File: src/rtl/wb_master_bridge.sv
// Wishbone classic single-transfer master bridge.
// Converts a level-held CPU memory request into exactly one Wishbone cycle and
// holds the pipeline with stall_o until the slave terminates the cycle.
// Read data is buffered while the pipeline is held by another requester.
//
// Handshake: the CPU raises cpu_ce_i and keeps the request fields stable until
// it samples stall_o low at a rising edge, which is the edge that consumes the request.
// On the bus, a transfer is a cycle with cyc=stb=1 that is terminated by ack,
// err, or the internal timeout.
module wb_master_bridge #(
  parameter int ADDR_W  = 32,
  parameter int DATA_W  = 32,
  parameter int TIMEOUT = 255
) (
  input  logic                wb_clk_i,
  input  logic                wb_rst_i,
  input  logic                cpu_ce_i,
  input  logic                cpu_we_i,
  input  logic [ADDR_W-1:0]   cpu_addr_i,
  input  logic [DATA_W/8-1:0] cpu_sel_i,
  input  logic [DATA_W-1:0]   cpu_data_i,
  output logic [DATA_W-1:0]   cpu_data_o,
  output logic                stall_o,
  input  logic                stall_i,
  input  logic                flush_i,
  output logic                err_o,
  output logic                wb_cyc_o,
  output logic                wb_stb_o,
  output logic                wb_we_o,
  output logic [ADDR_W-1:0]   wb_adr_o,
  output logic [DATA_W/8-1:0] wb_sel_o,
  output logic [DATA_W-1:0]   wb_dat_o,
  input  logic [DATA_W-1:0]   wb_dat_i,
  input  logic                wb_ack_i,
  input  logic                wb_err_i,
  output logic [1:0]          dbg_state_o
);

  localparam int SEL_W = DATA_W / 8;
  localparam int CNT_W = (TIMEOUT > 0) ? $clog2(TIMEOUT + 1) : 1;

  typedef enum logic [1:0] {
    ST_IDLE = 2'd0,
    ST_BUSY = 2'd1,
    ST_HOLD = 2'd2
  } state_t;

  state_t              state_q, state_d;
  logic                cyc_q, cyc_d;
  logic                stb_q, stb_d;
  logic                we_q, we_d;
  logic [ADDR_W-1:0]   adr_q, adr_d;
  logic [SEL_W-1:0]    sel_q, sel_d;
  logic [DATA_W-1:0]   dat_q, dat_d;
  logic [DATA_W-1:0]   buf_q, buf_d;
  logic [CNT_W-1:0]    cnt_q, cnt_d;
  logic                flush_q, flush_d;
  logic                err_q, err_d;

  logic                timeout_hit;
  logic                bus_err;
  logic                term;
  logic                flushed;
  logic                stall_c;
  logic [DATA_W-1:0]   cpu_data_c;

  // Termination sources; an ack that coincides with err is treated as an error.
  always_comb begin
    timeout_hit = (TIMEOUT != 0) && (cnt_q == CNT_W'(TIMEOUT));
    bus_err     = wb_err_i | timeout_hit;
    term        = wb_ack_i | bus_err;
    flushed     = flush_q | flush_i;
  end

  // Next-state and output logic for the IDLE/BUSY/HOLD transfer sequencer.
  always_comb begin
    state_d    = state_q;
    cyc_d      = cyc_q;
    stb_d      = stb_q;
    we_d       = we_q;
    adr_d      = adr_q;
    sel_d      = sel_q;
    dat_d      = dat_q;
    buf_d      = buf_q;
    cnt_d      = cnt_q;
    flush_d    = flush_q;
    err_d      = 1'b0;
    stall_c    = 1'b0;
    cpu_data_c = '0;
    case (state_q)
      ST_IDLE: begin
        if (cpu_ce_i && !flush_i) begin
          we_d    = cpu_we_i;
          adr_d   = cpu_addr_i;
          sel_d   = cpu_sel_i;
          dat_d   = cpu_data_i;
          cyc_d   = 1'b1;
          stb_d   = 1'b1;
          cnt_d   = '0;
          flush_d = 1'b0;
          stall_c = 1'b1;
          state_d = ST_BUSY;
        end
      end
      ST_BUSY: begin
        if (!term) begin
          cnt_d   = cnt_q + CNT_W'(1);
          stall_c = 1'b1;
          if (flush_i) flush_d = 1'b1;
        end else begin
          cyc_d      = 1'b0;
          stb_d      = 1'b0;
          we_d       = 1'b0;
          sel_d      = '0;
          // A flushed or failed transfer leaves nothing usable in the buffer.
          buf_d      = (bus_err || flushed) ? '0 : wb_dat_i;
          err_d      = bus_err & ~flushed;
          stall_c    = flush_i;
          cpu_data_c = wb_dat_i;
          flush_d    = 1'b0;
          state_d    = (stall_i && !flushed) ? ST_HOLD : ST_IDLE;
        end
      end
      ST_HOLD: begin
        cpu_data_c = buf_q;
        if (!stall_i || flush_i) state_d = ST_IDLE;
      end
      default: begin
        state_d = ST_IDLE;
      end
    endcase
  end

  // State and bus-output registers, cleared asynchronously.
  always_ff @(posedge wb_clk_i or negedge wb_rst_i) begin
    if (!wb_rst_i) begin
      state_q <= ST_IDLE;
      cyc_q   <= 1'b0;
      stb_q   <= 1'b0;
      we_q    <= 1'b0;
      adr_q   <= '0;
      sel_q   <= '0;
      dat_q   <= '0;
      buf_q   <= '0;
      cnt_q   <= '0;
      flush_q <= 1'b0;
      err_q   <= 1'b0;
    end else begin
      state_q <= state_d;
      cyc_q   <= cyc_d;
      stb_q   <= stb_d;
      we_q    <= we_d;
      adr_q   <= adr_d;
      sel_q   <= sel_d;
      dat_q   <= dat_d;
      buf_q   <= buf_d;
      cnt_q   <= cnt_d;
      flush_q <= flush_d;
      err_q   <= err_d;
    end
  end

  // Output drive; stall is masked while reset is asserted so the pipeline is released at once.
  always_comb begin
    stall_o     = stall_c & wb_rst_i;
    cpu_data_o  = cpu_data_c;
    err_o       = err_q;
    wb_cyc_o    = cyc_q;
    wb_stb_o    = stb_q;
    wb_we_o     = we_q;
    wb_adr_o    = adr_q;
    wb_sel_o    = sel_q;
    wb_dat_o    = dat_q;
    dbg_state_o = state_q;
  end

endmodule

File: config.mk
export PLATFORM = sky130hd
export DESIGN_NAME = wb_master_bridge
export DESIGN_NICKNAME = d
export VERILOG_FILES = /design/src/rtl/wb_master_bridge.sv
export SDC_FILE = /design/constraint.sdc
export NUM_CORES = 1
export LEC_CHECK = 0
export ABC_CLOCK_PERIOD_IN_PS = 2500
export CAP_MARGIN = 20
export CORE_ASPECT_RATIO = 0.7
export CORE_UTILIZATION = 43
export DETAILED_ROUTE_END_ITERATION = 8
export PLACE_DENSITY = 0.83
export SLEW_MARGIN = 20
export SYNTH_ARGS = -nofsm -noshare
export SYNTH_HDL_FRONTEND = slang
export SYNTH_SLANG_ARGS = --single-unit
File: constraint.sdc
create_clock -name wb_clk_i -period 2.5 [get_ports wb_clk_i]
set_clock_uncertainty 0.05 [all_clocks]
set_input_delay 0.375 -clock wb_clk_i [delete_from_list [all_inputs] [get_ports wb_clk_i]]
set_output_delay 0.375 -clock wb_clk_i [all_outputs]
set_load 0.02 [all_outputs]
======== Word-level counts from Yosys, hierarchy flattened ========
Index checks and enable logic that the tools add are counted.
cells by class
  $add $sub $neg .......................... 1
  equality and inequality tests ........... 8
  muxes and demuxes ....................... 28
  bitwise operators ....................... 6
  reduce and logical (&&, ||, !) cells .... 15
operator list
  kind                                                             count
  32-bit 2-to-1 mux                                                2
  32-bit case mux with 2 select lines                              1
  8-bit 2-to-1 mux                                                 2
  8-bit case mux with 2 select lines                               1
  3-bit AND reduction                                              4
  1-bit 2-to-1 mux                                                 10
  8-bit by 1-bit adder with 8-bit output, second input constant    1
  8-bit == test, second input constant                             1
  2-bit 2-to-1 mux                                                 4
  4-bit 2-to-1 mux                                                 2
  2-bit inequality test, second input constant                     4
  1-bit case mux with 2 select lines                               4
  4-bit case mux with 2 select lines                               1
  2-bit case mux with 3 select lines                               1
  2-bit AND reduction                                              2
  1-bit zero test                                                  3
  3-bit inequality test, second input constant                     1
  1-bit OR                                                         3
  1-bit AND                                                        2
  2-bit by 1-bit == test with 1-bit output, second input constant  1
  2-bit == test, second input constant                             1
  1-bit logical AND                                                2
  2-bit zero test                                                  1
  1-bit logical OR                                                 2
  2 further kinds                                                  2
word-level totals
  flip-flop bits (word level) ............. 114
  input port bits ......................... 108
  output and inout bits ................... 107
  logic and storage cells ................. 68

======== Depth between registers and ports, before layout ========
Gate-level depths: netlist (run 1).
  depth after elaboration ................. 6
  depth in mapped cells ................... 8
  mapped depth without buffers ............ 6

======== Worst setup path after synthesis (run 1) ========
OpenSTA, ideal clock, no wires.
  kind .................................... reg-to-output
  start ................................... reg state_q[1], in the netlist dbg_state_o[1]
  end ..................................... out cpu_data_o[19]
  arrival time ............................ 1.953 ns
  required time ........................... 2.075 ns
  slack ................................... 0.122 ns
  stages on the path, launching flop included .. 9
  buffers on the path ..................... 2
  path through ............................ dfrtp_1 inv_1 ha_1 buf_2 nand4_1 o21ai_2 buf_2 a22oi_1 nor2b_1
on the way
  word-level cells in the longest chain between the ends .. 2
  elaborated cells on any way between the ends .. 3
  those cells by class .................... eq/ne: 2; mux: 1
ends and longest elaborated chain
  what                                                                              line  source
  start: declaration                                                                48    state_t state_q, state_d;
  start signal: assignment                                                          149   state_q <= state_d;
  2-bit == test / 2-bit by 1-bit == test with 1-bit output (equally long branches)  90    case (state_q)
  32-bit case mux with 2 select lines *                                             90
  end: declaration                                                                  22    output logic [DATA_W-1:0] cpu_data_o,
Every way passes the cells marked *; elsewhere a longest branch is shown, timed or not.

======== Worst setup path in the final report (run 1) ========
  start ................................... reg state_q[1], in the netlist dbg_state_o[1]
  end ..................................... out cpu_data_o[25]
The elaborated chain is that of the path after synthesis.

==> flow_metrics.tcl, run 1 <==
set metrics [dict create \
    path_cells "inv_2 -> ha_4 -> nand4_1 -> o21ai_4 -> clkbuf_16 -> a22oi_2 -> nor2b_1 -> buf_4" \
    root_buffer "clkbuf_16" \
    violations "setup timing" \
    fin_crit_sh_pct 103 \
    layout_common_cells "199 x nand2_1, 180 x clkdlybuf4s50_1, 113 x dfrtp_1" \
    grt_usage_pct 25.8 \
    seqPwrFrac_pct 29.3 \
    reg2reg_depth 9 \
    io_pins 215 \
    core_area_mm2 0.0111 \
    hp-class "input port to async pin" \
    viasPerCell 5.17 \
    grt_pass1_vias 4764 \
    syn_area_per_cell_um2 9.69 \
    clock_power_share_pct 23.1 \
    reg2reg_from "dbg_state_o[1]" \
    synth_top_area_cell "dfrtp_1" \
    switching_share_pct 37.8 \
    cts_buffers 17 \
    fin_cells 912 \
    num_antenna_cells 0 \
    layout.cells.most_common "nand2_1" \
    die_area_mm2 0.0120 \
    p_leak_nw 3.79 \
    regArea_mm2 0.00285 \
    worstPathArrival_ns 2.14 \
    grt_max_degree 55 \
    overflow 0 \
    initial_utilization_pct 44.8 \
    crit_start "dbg_state_o[1]" \
    ys_ff_latch 114 \
    rows 32 \
    final_util_pct 72.4 \
    p_switching_mw 3.84 \
    maxCapViolCount 0 \
    start_kind "flip-flop" \
    syn_area_mm2 0.00498 \
    grt_antenna_before_repair 0 \
    layout_min_cycle_time_ns 2.56 \
    finalSetupViolations 28 \
    cp.required_ns 2.08 \
    cp_slowest_stage_delay_ns 0.39 \
    yosys_most_used_dff "dfrtp_1" \
    wirelength_um 15400 \
    ys_async_sr_fraction_pct 100 \
    synth_edf_count 0 \
    port-buffer-count 214 \
    final_layout_size_suffix_gt1_share_pct 15.2 \
    peakVddDrop_mv 0.961 \
    yosys_warnings 0 \
    dr.pass1.iters 7 \
    dp.cells 873 \
    synthDistinctLibCells 40 \
    clockBufferDepth 2 \
    cts.sinks 114 \
    p_int_mw 6.31 \
    worstSetupPathType "flip-flop to primary output" \
    gp_congestion 0.862 \
    grt_pass1_wl_um 23700 \
    yosys-top-cells-area "dfrtp_1 57%, nand2_1 15%, a22o_1 6.5%" \
    power_mw 10.1 \
    fillCellCount 836 \
    drc_errors 0 \
    h-tree-depth 4 \
    combPwrFrac_pct 47.6 \
    clk_pin_slew_ns 0.06 \
    relSlewSlack_pct 55.7 \
    multi_input_area_mm2 0.00203 \
    setup_slack_ns -0.0644 \
    synth_fp_nets 627 \
    cp_max_fo 8 \
    cts_tree "built" \
    crit_path_top_delay_cell "dfrtp_1" \
    synth_top_area_share_pct 57.3 \
    clk_latency_ns 0.40 \
    rsz0062_at_grt "true" \
    die_x_um 131 \
    ys_seq_area_share_pct 57.3 \
    wl_per_cell_um 16.9 \
    worstMarginPinSlew_ns 0.665 \
    end_kind "primary output" \
    die_h_um 92.1 \
    slew_violations 0 \
    status "finished, violations left" \
    drtAntennaViolNets 0 \
    vias 4713 \
    area_growth_syn_to_layout_pct 61.9 \
    postSynthCellCount 514 \
    dp_hpwl_um 10400 \
    pwr_density_cell_mw_per_mm2 1260 \
    initialDrtViolationCount 307 \
    nets 859 \
    max_freq_ghz 0.390 \
    finalHoldViolations 0 \
]
-- synth_stat cells (2+ instances only) --
cell type and n:
nor2_1 8, nand4_1 2, a21oi_1 3, ha_1 5, o21ai_2 2, o31ai_1 2
clkbuf_1 13, o21ai_1 2, dfrtp_1 114, buf_2 11, buf_1 6, nor2b_1 33
buf_4 2, o21a_1 2, nand3_1 5, inv_1 5, a22o_1 37, a22oi_1 32
nand2_1 199, or3_1 2, o21ai_0 10
-- what timing repair did --
item	in CTS	in global routing
buffers inserted	0	3
endpoints found under the setup margin	33	34
resized for setup	113	67
pin swaps	0	6
cloned	0	3
hold endpoints to repair	11	0
hold buffers	1	0
-- worst max-delay path, delay by kind of cell, from the launching register on --
family	cells	cell delay [ns]
AND/OR/NAND/NOR	2	0.31
flip-flops	1	0.39
AO/OA/AOI/OAI	2	0.42
buffers and inverters	3	0.48
adder cells (fa/ha/maj)	1	0.13
-- per-layer routing --
| metal | share of wire [%] | vias up | GRT usage (%) | wire length (um) |
|---|---|---|---|---|
| li1 | - | 2203 | - | - |
| met1 | 42 | 2310 | 32.4 | 6470 |
| met2 | 50 | 174 | 44.2 | 7650 |
| met3 | 6.2 | 26 | 5.37 | 958 |
| met4 | 2.0 | 0 | 8.72 | 305 |
| met5 | 0 | - | 0 | 0 |
-- metrics by stage --
step	hold WS [ns]	cell area (um^2)	setup WS, ns	TNS, ns
floorplan	0.0294	4980	0.122	0
global placement	0.184	7410	-0.114	-0.151
detailed placement	0.185	7410	-0.159	-1.28
CTS	0.296	7980	-0.00982	-0.0121
global route	0.299	8060	-0.187	-4.49
finish	0.302	8060	-0.0644	-1.05
-- power by group through the flow --
| stage | combinational (mW) | sequential, mW | clock (mW) |
|---|---|---|---|
| after floorplan | 1.75 | 3.61 | 0 |
| after global placement | 4.53 | 2.95 | 0 |
| after detailed placement | 4.65 | 2.98 | 0 |
| after CTS | 4.61 | 2.96 | 2.37 |
| after global routing | 5.18 | 3.05 | 2.46 |
| final | 4.83 | 2.97 | 2.34 |
-- layout make-up --
type                    count  area share, %
flip-flops and latches    114           35.4
repair buffers            246           29.7
multi-input cells         362           25.1
clock buffers              18           5.45
well taps                 153           2.37
clock inverters            14           1.72
inverters                   5          0.233
-- flip-flops by register name, indices dropped and copies added (netlist names) --
name and cells:
wb_adr_o 32, buf_q 32, wb_dat_o 32, wb_stb_o 1
flush_q 1, cnt_q 8, wb_sel_o 4, dbg_state_o 2
wb_we_o 1, err_o 1
-- cell families (layout without fill, tap and decap cells) --
group,after synthesis,count (layout),synth area share [%]
buffers and inverters,38,283,3.32
multiplexers,2,2,0.427
AND/OR/NAND/NOR,258,258,22.4
adder cells (fa/ha/maj),5,5,1.26
AO/OA/AOI/OAI,97,97,15.4
flip-flops,114,114,57.3
-- path summary, 6_finish.rpt --
path	endpoint	slack [ns]
setup reg to reg	cnt_q[7]	0.18
min in group wb_clk_i	wb_dat_o[17]	0.42
hold / removal	wb_dat_o[11]	0.30
max in group asynchronous	dbg_state_o[0]	1.15
hold reg to reg	wb_dat_o[17]	0.42
setup / recovery	cpu_data_o[25]	-0.06
Power figures use the tool's default switching activity.
==> run 2, diff against run 1 <==
--- a/config.mk
+++ b/config.mk
@@ -10,6 +10,7 @@
 export CORE_ASPECT_RATIO = 0.7
 export CORE_UTILIZATION = 43
 export DETAILED_ROUTE_END_ITERATION = 8
+export GPL_ROUTABILITY_DRIVEN = 1
 export PLACE_DENSITY = 0.83
 export SLEW_MARGIN = 20
 export SYNTH_ARGS = -nofsm -noshare
==> results of run 2 <==
Final layout, timing and power as in run 1 (identical DEF).
==> run 3, diff against run 2 <==
--- a/config.mk
+++ b/config.mk
@@ -10,8 +10,10 @@
 export CORE_ASPECT_RATIO = 0.7
 export CORE_UTILIZATION = 43
 export DETAILED_ROUTE_END_ITERATION = 8
+export DONT_BUFFER_PORTS = 1
 export GPL_ROUTABILITY_DRIVEN = 1
-export PLACE_DENSITY = 0.83
+export GPL_TIMING_DRIVEN = 0
+export PLACE_DENSITY = 0.6
 export SLEW_MARGIN = 20
 export SYNTH_ARGS = -nofsm -noshare
 export SYNTH_HDL_FRONTEND = slang
==> flow_metrics.tcl, run 3 (synthesis gave the netlist of run 1 again) <==
set metrics [dict create \
    worstSetupPathType "flip-flop to flip-flop" \
    rows 32 \
    maxCapViolCount 0 \
    dr.pass1.iters 4 \
    setup_slack_ns -0.0531 \
    finalHoldViolations 114 \
    clk_pin_slew_ns 0.06 \
    cts_buffers 17 \
    drc_errors 0 \
    worstMarginPinSlew_ns 0.562 \
    clk_latency_ns 0.40 \
    cp_slowest_stage_delay_ns 0.47 \
    peakVddDrop_mv 0.647 \
    post_dp_cell_area_mm2 0.00517 \
    dp_hpwl_um 8990 \
    holdWs_ns -0.390 \
    cp_common_cell "buf_4" \
    worstPathArrival_ns 2.78 \
    viasPerCell 5.52 \
    path_cells "inv_2 -> ha_4 -> nand4_1 -> buf_4 -> buf_4 -> buf_4 -> buf_4 -> buf_4 -> buf_4 -> o21a_2 -> buf_6 -> a22o_1" \
    die_x_um 131 \
    cp_max_fo 10 \
    cts_tree "built" \
    h-tree-depth 4 \
    hp-class "input port to async pin" \
    overflow 0 \
    slew_violations 0 \
    wl_per_cell_um 18.7 \
    drtAntennaViolNets 0 \
    relSlewSlack_pct 62.4 \
    vias 3948 \
    dp_slack_ns -0.325 \
    layout_common_cells "199 x nand2_1, 112 x dfrtp_1, 37 x a22o_1" \
    fillCellCount 973 \
    nets 662 \
    pwr_density_cell_mw_per_mm2 1460 \
    core_area_mm2 0.0111 \
    status "finished, violations left" \
    layout.cells.most_common "nand2_1" \
    port-buffer-count 0 \
    grt_antenna_before_repair 0 \
    r2r_setup_slack_ns -0.05 \
    reg2reg_depth 12 \
    initialDrtViolationCount 199 \
    reg2reg_from "dbg_state_o[1]" \
    io_pins 215 \
    root_buffer "clkbuf_16" \
    clockBufferDepth 2 \
    design_area_mm2 0.00646 \
    finalSetupViolations 55 \
    grt_pass1_wl_um 21100 \
    layout_min_cycle_time_ns 2.55 \
    initial_utilization_pct 44.8 \
    grt_pass1_vias 4024 \
    num_antenna_cells 0 \
    crit_path_top_delay_cell "dfrtp_2" \
    end_kind "flip-flop" \
    max_freq_ghz 0.392 \
    die_area_mm2 0.0120 \
    fin_crit_sh_pct 102 \
    cp.required_ns 2.73 \
    area_growth_syn_to_layout_pct 29.8 \
    start_kind "flip-flop" \
    reg2reg_to "buf_q[23]" \
    grt_usage_pct 23.4 \
    final_layout_size_suffix_gt1_share_pct 25.8 \
    p_leak_nw 3.12 \
    die_h_um 92.1 \
    rsz0062_at_grt "true" \
    power_mw 9.45 \
    cts.sinks 114 \
    grt_max_degree 116 \
    violations "hold timing, setup timing" \
    wirelength_um 13400 \
    gp_congestion 0.805 \
]
-- run 3: changes by cell type in the layout (fill, tap and decap cells not counted), sizes merged, moves of 2 or more --
cell / change
clkdlybuf4s50: -180
bufinv: +2
clkinv: -4
clkbuf: +10
inv: +2
buf: -26
-- run 3: power breakdown --
part / leakage [nW] / total (mW) / internal [mW] / switching (mW)
registers: 1.47 / 3.78 / 2.55 / 1.23
logic: 1.34 / 3.07 / 1.39 / 1.68
clock network: 0.304 / 2.60 / 1.71 / 0.893
total: 3.12 / 9.45 / 5.66 / 3.80
-- run 3: critical path, delay by kind of cell, from the launching register on --
family	cells	cell delay, ns
AND/OR/NAND/NOR	1	0.18
flip-flops	1	0.47
adder cells (fa/ha/maj)	1	0.15
buffers and inverters	8	1.09
AO/OA/AOI/OAI	2	0.50
-- run 3: timing repair --
| action | 4_1_cts | 5_1_grt |
|---|---|---|
| setup endpoints to repair | 33 | 74 |
| resized for setup | 133 | 12 |
| cloned | 3 | 0 |
| buffers inserted | 12 | 3 |
| endpoints found under the hold margin | 114 | 114 |
| pin swaps | 6 | 10 |
-- run 3: worst max-delay path by stage --
stage / startpoint / to / slack [ns] / cells past startpoint
after floorplan: dbg_state_o[1] / cpu_data_o[19] / 0.12 / 8
after global placement: dbg_state_o[1] / cpu_data_o[19] / -0.32 / 8
after detailed placement: dbg_state_o[1] / cpu_data_o[19] / -0.32 / 8
after CTS: dbg_state_o[1] / cpu_data_o[18] / -0.09 / 9
after global routing: dbg_state_o[1] / cpu_data_o[7] / -0.14 / 8
final: dbg_state_o[1] / buf_q[23] / -0.05 / 12
-- run 3: cell type report --
cell class / instances / area, um^2 / area share [%]
multi-input cells: 362 / 2390 / 36.9
clock buffers: 18 / 439 / 6.79
plain buffers: 31 / 200 / 3.10
inverters: 5 / 18.8 / 0.290
repair buffers: 18 / 170 / 2.63
flip-flops and latches: 114 / 2860 / 44.2
well taps: 153 / 191 / 2.96
clock inverters: 14 / 204 / 3.15
-- run 3: layer usage --
layer	track usage, %	up-vias	routed length [um]
met2	36.3	170	6170
met1	29.5	1938	5650
met4	9.39	0	320
li1	-	1809	-
met3	8.28	31	1250
met5	0	-	0
-- run 3: per-stage QoR --
step	setup TNS [ns]	instances	utilization, %
after global placement	-7.90	667	46.5
after floorplan	0	514	-
after global routing	-6.85	715	58.1
after detailed placement	-8.04	667	46.5
final	-0.888	715	58.1
after CTS	-4.36	713	57.8
